### config.mk
export PLATFORM = sky130hd
export DESIGN_NAME = breath_led_array
export DESIGN_NICKNAME = d
export VERILOG_FILES = /design/src/rtl/breath_led_array.sv
export SDC_FILE = /design/constraint.sdc
export NUM_CORES = 1
export LEC_CHECK = 0
export CAP_MARGIN = 20
export CORE_MARGIN = 8
export CORE_UTILIZATION = 43
export DETAILED_ROUTE_END_ITERATION = 8
export REMOVE_ABC_BUFFERS = 1
export SYNTH_ARGS = -nofsm -noshare
export SYNTH_HDL_FRONTEND = slang
export SYNTH_SLANG_ARGS = --single-unit
export TNS_END_PERCENT = 100
### constraint.sdc
create_clock -name clk -period 2.85 [get_ports clk]
set_clock_uncertainty 0.05 [all_clocks]
set_input_delay 0.855 -clock clk [delete_from_list [all_inputs] [get_ports clk]]
set_output_delay 0.855 -clock clk [all_outputs]
set_load 0.05 [all_outputs]
### src/rtl/breath_led_array.sv
// Multi-channel breathing-LED driver: one shared PWM frame counter feeds CH
// independent triangular duty ramps with per-channel mode control.
module breath_led_array #(
  parameter int unsigned CNT_NUM    = 3464,
  parameter int unsigned W          = 12,
  parameter int unsigned CH         = 4,
  parameter int unsigned ACTIVE_LOW = 1
) (
  input  logic            clk,
  input  logic            rst,
  input  logic            en,
  input  logic [2*CH-1:0] mode,
  output logic [CH-1:0]   led,
  output logic [W*CH-1:0] level,
  output logic [CH-1:0]   peak,
  output logic            frame
);

  localparam logic [W-1:0]  TOP      = W'(CNT_NUM - 1);
  localparam logic [1:0]    MODE_OFF = 2'b00;
  localparam logic [1:0]    MODE_ON  = 2'b01;
  localparam logic [CH-1:0] UNLIT    = (ACTIVE_LOW != 0) ? '1 : '0;

  logic [W-1:0]  cnt_q, cnt_n;
  logic [W-1:0]  d_q [CH];
  logic [W-1:0]  d_n [CH];
  logic [1:0]    mq_q [CH];
  logic [1:0]    mq_n [CH];
  logic [CH-1:0] dir_q, dir_n;
  logic [CH-1:0] lit, led_n, peak_n;
  logic          frame_end;

  // Next-state: frame counter, per-channel reinit / ramp step, lit decision
  always_comb begin
    frame_end = en && (cnt_q == TOP);
    cnt_n     = cnt_q;
    if (en) cnt_n = frame_end ? '0 : cnt_q + W'(1);
    for (int i = 0; i < CH; i++) begin
      d_n[i]    = d_q[i];
      dir_n[i]  = dir_q[i];
      mq_n[i]   = mq_q[i];
      peak_n[i] = 1'b0;
      case (mq_q[i])
        MODE_OFF: lit[i] = 1'b0;
        MODE_ON:  lit[i] = en;
        default:  lit[i] = en && (cnt_q < d_q[i]);
      endcase
      led_n[i] = (ACTIVE_LOW != 0) ? ~lit[i] : lit[i];
      // Mode change wins over the frame-end step; bit 0 selects the bright start
      if (mode[2*i +: 2] != mq_q[i]) begin
        mq_n[i]  = mode[2*i +: 2];
        d_n[i]   = mode[2*i] ? TOP : '0;
        dir_n[i] = mode[2*i];
      end else if (frame_end && mq_q[i][1]) begin
        if (!dir_q[i]) begin
          if (d_q[i] < TOP) begin
            d_n[i] = d_q[i] + W'(1);
          end else begin
            dir_n[i]  = 1'b1;
            peak_n[i] = 1'b1;
          end
        end else begin
          if (d_q[i] != '0) d_n[i] = d_q[i] - W'(1);
          else              dir_n[i] = 1'b0;
        end
      end
    end
  end

  always_ff @(posedge clk) begin
    if (rst) begin
      cnt_q <= '0;
      dir_q <= '0;
      led   <= UNLIT;
      peak  <= '0;
      frame <= 1'b0;
      for (int i = 0; i < CH; i++) begin
        d_q[i]  <= '0;
        mq_q[i] <= MODE_OFF;
      end
    end else begin
      cnt_q <= cnt_n;
      dir_q <= dir_n;
      led   <= led_n;
      peak  <= peak_n;
      frame <= frame_end;
      for (int i = 0; i < CH; i++) begin
        d_q[i]  <= d_n[i];
        mq_q[i] <= mq_n[i];
      end
    end
  end

  for (genvar g = 0; g < CH; g++) begin : g_level
    assign level[W*g +: W] = d_q[g];
  end

endmodule

==> summary.md, run 1 <==
| Metric | Value |
|---|---|
| Post-DRT Antenna Nets | 0 |
| Minimum clock period after layout | about 2700 ps |
| Setup TNS Final | 0 ps |
| Area growth syn-to-layout | 22.9% |
| Clk sinks | 81 |
| Initial Util | 43.5% |
| Hold Crit Class | flip-flop to flip-flop |
| Area leader, netlist | dfxtp_1 |
| Fmax | about 370 MHz |
| Most frequent cell after synthesis | ha_1 |
| CP max FO | 9 |
| Ant. Diodes | 0 |
| Power Dens Cells | roughly 450 nW/um^2 |
| Synth cell types | between 60 and 70 |
| Startpoint types | flip-flop |
| Die span in x | about 140 um |
| Vias in the first global route | between 6000 and 7000 |
| Worst EP arrival | about 1800 ps |
| RD Place Congestion | between 0.9 and 1 |
| DRT iter0 DRCs | approximately 410 |
| Leakage power | between 3 and 4 nW |
| List of most frequent post-synthesis cells | ha_1, dfxtp_1, inv_1, a21oi_1 |
| Initial antenna violation count | 0 |
| Total number of vias | ~6400 |
| EDFF count, synth | 0 |
| Synth top area cells | dfxtp_1, ha_1, a21oi_1 |
| DP HPWL | roughly 14000 um |
| Worst r2r src | dir_q[0]$_SDFFE_PP0P_ |
| Crit path kind | flip-flop to output pin |
| Clock transition at the registers of the reported paths | 60 ps |
| Nets | approximately 1000 |
| VDD IR max | 279 uV |
| CTS tree | yes |
| Clock latency at the later pin of the worst-skew pair | ~360 ps |
| Fillers | around 1400 |
| First-pass GRT wire length | approximately 30000 um |
| Total track usage | about 19% |
| DP Area | about 7700 um^2 |
| Max incr delay on CP | around 890 ps |
| Setup crit start | d_q[1][0]$_SDFFE_PP0P_ |
| Drt pass-1 iters | 5 |
| Port bufs | 67 |
| Critical-path cell list | clkdlybuf4s50_1 |
| Core ar. | between 10000 and 15000 um^2 |
| WL final | ~19000 um |
| WP data required | between 1500 and 2000 ps |
| Post-synth top area share | ~25% |
| Outcome | complete, no violations |
| Die H | 139 um |
| I/O pin cnt | 68 |
| Worst-case clock buffer depth | 2 |
| Drt wl/cell | 17.1 um |
| Root Driver | clkbuf_16 |
| Slew HR | between 50% and 60% |
| Num CTS Buffers | 9 |
| Drt drc | 0 |
| Post-synthesis register bit count | just over 80 |
| Worst Tran Pin Value | ~670 ps |
| GR Overflow Total | 0 |
| Cts hold-fix bufs | 0 |
| Slew Viols, Final | 0 |
| Critical path buffers and inverters | 1 |
| Post-synth ARST share | 0% |
| Syn Std Cell Area | about 6500 um^2 |
| Worst min-delay path startpoint | d_q[3][4]$_SDFFE_PP0P_ |
| CP Capture Type | output pin |
| Vias/cell | 5.87 |
| Post-synthesis cell count | 796 |
| Largest net degree at the start of global routing | 28 |
| Max Cap Violations | 0 |
| Die ar. | 19300 um^2 |
| Final instance area | 8010 um^2 |
| Synth Area per Inst | about 8.2 um^2 |
| Final Total Pwr | 0.00360 W |
| Synth warn | 0 |
| RSZ-0062 raised after global routing | false |
| Layout cells sized above 1 | approximately 7.3% |
| # rows | 45 |
| Hold Vio Cnt, Final | 0 |
| H-tree Lvls | 3 |
| Ys flop type | dfxtp_1 |
| Final number of setup-violating endpoints | 0 |
| Seq/Total Area, Yosys | 24.9% |
| Post-CTS Resized | 0 |
| Period Utilization, post-route | a little over nine tenths |
| Crit-path leading delay family | buffers and inverters |
| Post-CTS setup buffer count | 0 |
| CP max-delay cell | clkdlybuf4s50_1 |
[worst paths after layout]
kind / to / slack (ps) / depth (start not counted)
max: level[12] / 130 / 1
min: d_q[3][4]$_SDFFE_PP0P_ / 480 / 2
max reg2reg: d_q[0][8]$_SDFFE_PP0P_ / 300 / 7
min reg2reg: d_q[3][4]$_SDFFE_PP0P_ / 480 / 2
[registers in the layout, summed over array words and instances (netlist names)]
signal / count
frame: 1
peak: 4
led: 4
cnt_q: 12
d_q: 48
mq_q: 8
dir_q: 4
[per-stage QoR]
step	setup slack (ps)	std cells	hold WS (ps)	utilization [%]
after global placement	-91.6	1072	461	51.2
after detailed placement	-154	1072	467	51.2
final	127	1088	478	53.5
after global routing	88.4	1088	508	53.5
after CTS	123	1088	477	53.5
after floorplan	151	775	462	-
[cell type report]
cell class	count	area, um^2	share of cell area, %
multi-input combinational	632	4570	57.1
sequential	81	1620	20.3
timing repair buffer	109	998	12.5
tap	188	235	2.94
inverter	62	233	2.91
clock buffer	10	229	2.86
clock inverter	6	115	1.44
[power breakdown]
part	leakage [nW]	internal (W)	total, W	switching [W]
combinational	2.63	0.000374	0.000922	0.000548
sequential	0.663	0.00119	0.00130	0.000111
clock	0.163	0.000862	0.00138	0.000515
[per-layer routing]
layer  routed length (um)  up-vias  track usage (%)
met3                 1040       22             3.44
li1                     -     3152                -
met4                  311        0             6.70
met1                 8620     3020             24.4
met5                    0        -                0
met2                 8610      193             32.1
[cell families after synthesis]
family | count (synthesis) | share of synthesized area (%)
adders and majority gates | 89 | 17.6
muxes | 11 | 1.71
buffers and inverters | 83 | 4.86
and+or+nand+nor | 231 | 18.6
AOI/OAI and AO/OA | 251 | 25.6
xor gates and xnor gates | 50 | 6.73
DFF | 81 | 24.9
[layout by cell type (no fill, tap or decap), types with 5 or more instances in the layout]
cell type,count
nor2_1,51
nand2b_1,16
a21o_1,16
dfxtp_1,81
and3_1,10
nand2_1,47
a211o_1,8
a31oi_1,13
clkbuf_16,9
nor2b_1,14
o21ai_0,51
o21bai_1,6
nand3b_1,8
nand3_1,28
a211oi_1,21
buf_4,41
xor2_1,27
o211ai_1,13
o211a_1,9
o22ai_1,5
clkdlybuf4s50_1,67
mux2i_1,10
o21a_1,11
nor4_1,12
o2111ai_1,7
nand4_1,11
inv_1,61
ha_1,85
nor3_1,13
xnor2_1,23
a21oi_1,58
Note: power is estimated with default switching activity, not from simulation.
==> inputs of run 2 (changes only) <==
--- a/config.mk
+++ b/config.mk
@@ -6,9 +6,12 @@
 export NUM_CORES = 1
 export LEC_CHECK = 0
 export CAP_MARGIN = 20
+export CELL_PAD_IN_SITES_DETAIL_PLACEMENT = 0
+export CELL_PAD_IN_SITES_GLOBAL_PLACEMENT = 1
 export CORE_MARGIN = 8
 export CORE_UTILIZATION = 43
 export DETAILED_ROUTE_END_ITERATION = 8
+export PLACE_DENSITY_LB_ADDON = 0.1
 export REMOVE_ABC_BUFFERS = 1
 export SYNTH_ARGS = -nofsm -noshare
 export SYNTH_HDL_FRONTEND = slang
==> run 2 against run 1 <==
  * Cell count fell by 0.37%
  * Combinational power rose by 1%
  * Flip-flop and latch count did not move
  * Sequential share of layout area rose by 0.17 points
  * Final area fell by 0.84%
  * Critical path depth rose by 8
  * Clock power fell by 12%
  * Sequential power barely moved
  * Total power fell by 4.7%
  * Clock-buffer cell count rose by 1
==> summary.md, run 2 (same netlist as run 1, synthesis figures left out) <==
| Metric | Value |
|---|---|
| GR Overflow Total | 0 (unchanged) |
| CTS tree | yes |
| DP HPWL | 14400 um (+1.7%) |
| Die span in x | 139 um (unchanged) |
| Crit path kind | primary input to flip-flop |
| CP max FO | 7 (-2) |
| Final Total Pwr | 0.00343 W (-4.7%) |
| Hold Vio Cnt, Final | 0 (unchanged) |
| CP Capture Type | flip-flop |
| Post-CTS setup buffer count | 0 (unchanged) |
| Nets | 991 (-0.40%) |
| Most frequent cells in the layout | ha_1, dfxtp_1, clkdlybuf4s50_1, inv_1, a21oi_1 |
| Drt drc | 0 (unchanged) |
| VDD IR max | 202 uV (-28%) |
| Worst Tran Pin Value | 689 ps (+22.9 ps) |
| Final number of setup-violating endpoints | 0 (unchanged) |
| Num CTS Buffers | 9 (unchanged) |
| Outcome | complete, no violations |
| Initial Util | 43.5% (unchanged) |
| Largest net degree at the start of global routing | 20 (-29%) |
| Multi-input logic area | 4570 um^2 (unchanged) |
| RSZ-0062 raised after global routing | false |
| Slew HR | 53.4% (-1.5 points) |
| Ant. Diodes | 0 (unchanged) |
| Max FFs per register | 48 (unchanged) |
| Period Utilization, post-route | 94.0% (-1.6 points) |
| Area growth syn-to-layout | 21.9% |
| Post-CTS Resized | 0 (unchanged) |
| Commonest non-fill, non-tap cell in the layout | ha_1 |
| Vias/cell | 5.80 (-1.2%) |
| WL final | 18500 um (-0.36%) |
| Layout cells sized above 1 | 7.03% (-0.30 points) |
| Initial antenna violation count | 0 (unchanged) |
| Most flops, register | d_q |
| Minimum clock period after layout | 2680 ps (-45.3 ps) |
| Sequential cell area | 1620 um^2 (unchanged) |
| Slew Viols, Final | 0 (unchanged) |
| Clock latency at the later pin of the worst-skew pair | 340 ps (-20 ps) |
| Hold Crit Class | flip-flop to flip-flop |
| Total number of vias | 6290 (-1.5%) |
| Biggest regs | d_q x48, cnt_q x12, mq_q x8 |
| First-pass GRT wire length | 30700 um (-0.62%) |
| Fmax | 373 MHz (+1.7%) |
| Max Cap Violations | 0 (unchanged) |
| Power Dens Cells | 432 nW/um^2 (-3.9%) |
| Post-DRT Antenna Nets | 0 (unchanged) |
| Vias in the first global route | 6230 (+0.84%) |
| Clock transition at the registers of the reported paths | 60 ps (about the same) |
| Worst EP arrival | 2860 ps (+1040 ps) |
| RD Place Congestion | 0.869 (-6.8%) |
| Root Driver | clkbuf_16 |
| Drt wl/cell | 17.1 um (about the same) |
| Die H | 139 um (unchanged) |
| Drt pass-1 iters | 5 (unchanged) |
| Clk sinks | 81 (unchanged) |
| Port bufs | 67 (unchanged) |
| I/O pin cnt | 68 (unchanged) |
| WP data required | 3030 ps (+1080 ps) |
| Leakage power | 3.42 nW (-0.89%) |
| # rows | 45 (unchanged) |
| Cts hold-fix bufs | 0 (unchanged) |
| Post-layout util | 53.0% (-0.45 points) |
| Fillers | 1474 (+4.9%) |
| Total track usage | 19.1% (-0.17 points) |
| Worst-case clock buffer depth | 2 (unchanged) |
| DRT iter0 DRCs | 317 (-22%) |
| Startpoint types | primary input |
| Die ar. | 19300 um^2 (unchanged) |
| H-tree Lvls | 3 (unchanged) |
| Core ar. | 15000 um^2 (unchanged) |
run 2: critical path, cell delays in order:
cell and delay (ps):
clkdlybuf4s50_1 510, buf_4 140, nand4b_1 180, nor3_1 320, buf_4 210, and4_1 200, buf_4 180, mux2i_1 210
nor2_1 50
run 2: per-layer routing:
metal  up-vias  GRT usage (%)  share of wire (%)
met5         -              0                  0
li1       3152              -                  -
met1      2984           22.9                 45
met3        26           3.44                4.0
met2       128           33.5                 49
met4         0           6.30                1.6
run 2: through the flow:
step           setup slack [ps]  hold slack, ps  area (um^2)  TNS (ps)  cells
6_report                    172             476         7940         0   1084
5_1_grt                   0.971             502         7940         0   1084
4_1_cts                     156             478         7940         0   1084
3_5_place_dp               -184             469         7630     -3010   1068
3_3_place_gp               -132             466         7630     -2080   1068
2_1_floorplan               151             462         6430         0    775
run 2: final cells by class:
class	count	area share, %
clock inverters	5	0.678
inverters	62	2.93
clock buffers	11	3.18
multi-input cells	632	57.6
repair buffers	105	12.2
flip-flops and latches	81	20.4
well taps	188	2.96
run 2: final timing paths:
check	from	end	slack (ps)	depth (start not counted)
worst max-delay path	en	d_q[2][5]$_SDFFE_PP0P_	170	9
worst min-delay path	d_q[3][4]$_SDFFE_PP0P_	d_q[3][4]$_SDFFE_PP0P_	480	2
worst max register to register	dir_q[1]$_SDFFE_PP0P_	d_q[1][9]$_SDFFE_PP0P_	310	7
worst min register to register	d_q[3][4]$_SDFFE_PP0P_	d_q[3][4]$_SDFFE_PP0P_	480	2
run 2: power by group:
part / internal (W) / switching [W] / leakage (nW)
combinational: 0.000379 / 0.000554 / 2.61
sequential: 0.00119 / 0.000101 / 0.663
clock: 0.000724 / 0.000482 / 0.155
==> inputs of run 3 (changes only) <==
--- a/config.mk
+++ b/config.mk
@@ -6,12 +6,9 @@
 export NUM_CORES = 1
 export LEC_CHECK = 0
 export CAP_MARGIN = 20
-export CELL_PAD_IN_SITES_DETAIL_PLACEMENT = 0
-export CELL_PAD_IN_SITES_GLOBAL_PLACEMENT = 1
 export CORE_MARGIN = 8
 export CORE_UTILIZATION = 43
 export DETAILED_ROUTE_END_ITERATION = 8
-export PLACE_DENSITY_LB_ADDON = 0.1
 export REMOVE_ABC_BUFFERS = 1
 export SYNTH_ARGS = -nofsm -noshare
 export SYNTH_HDL_FRONTEND = slang
==> results of run 3 <==
Same layout as run 1: the final DEF is identical, and so are final timing and power.
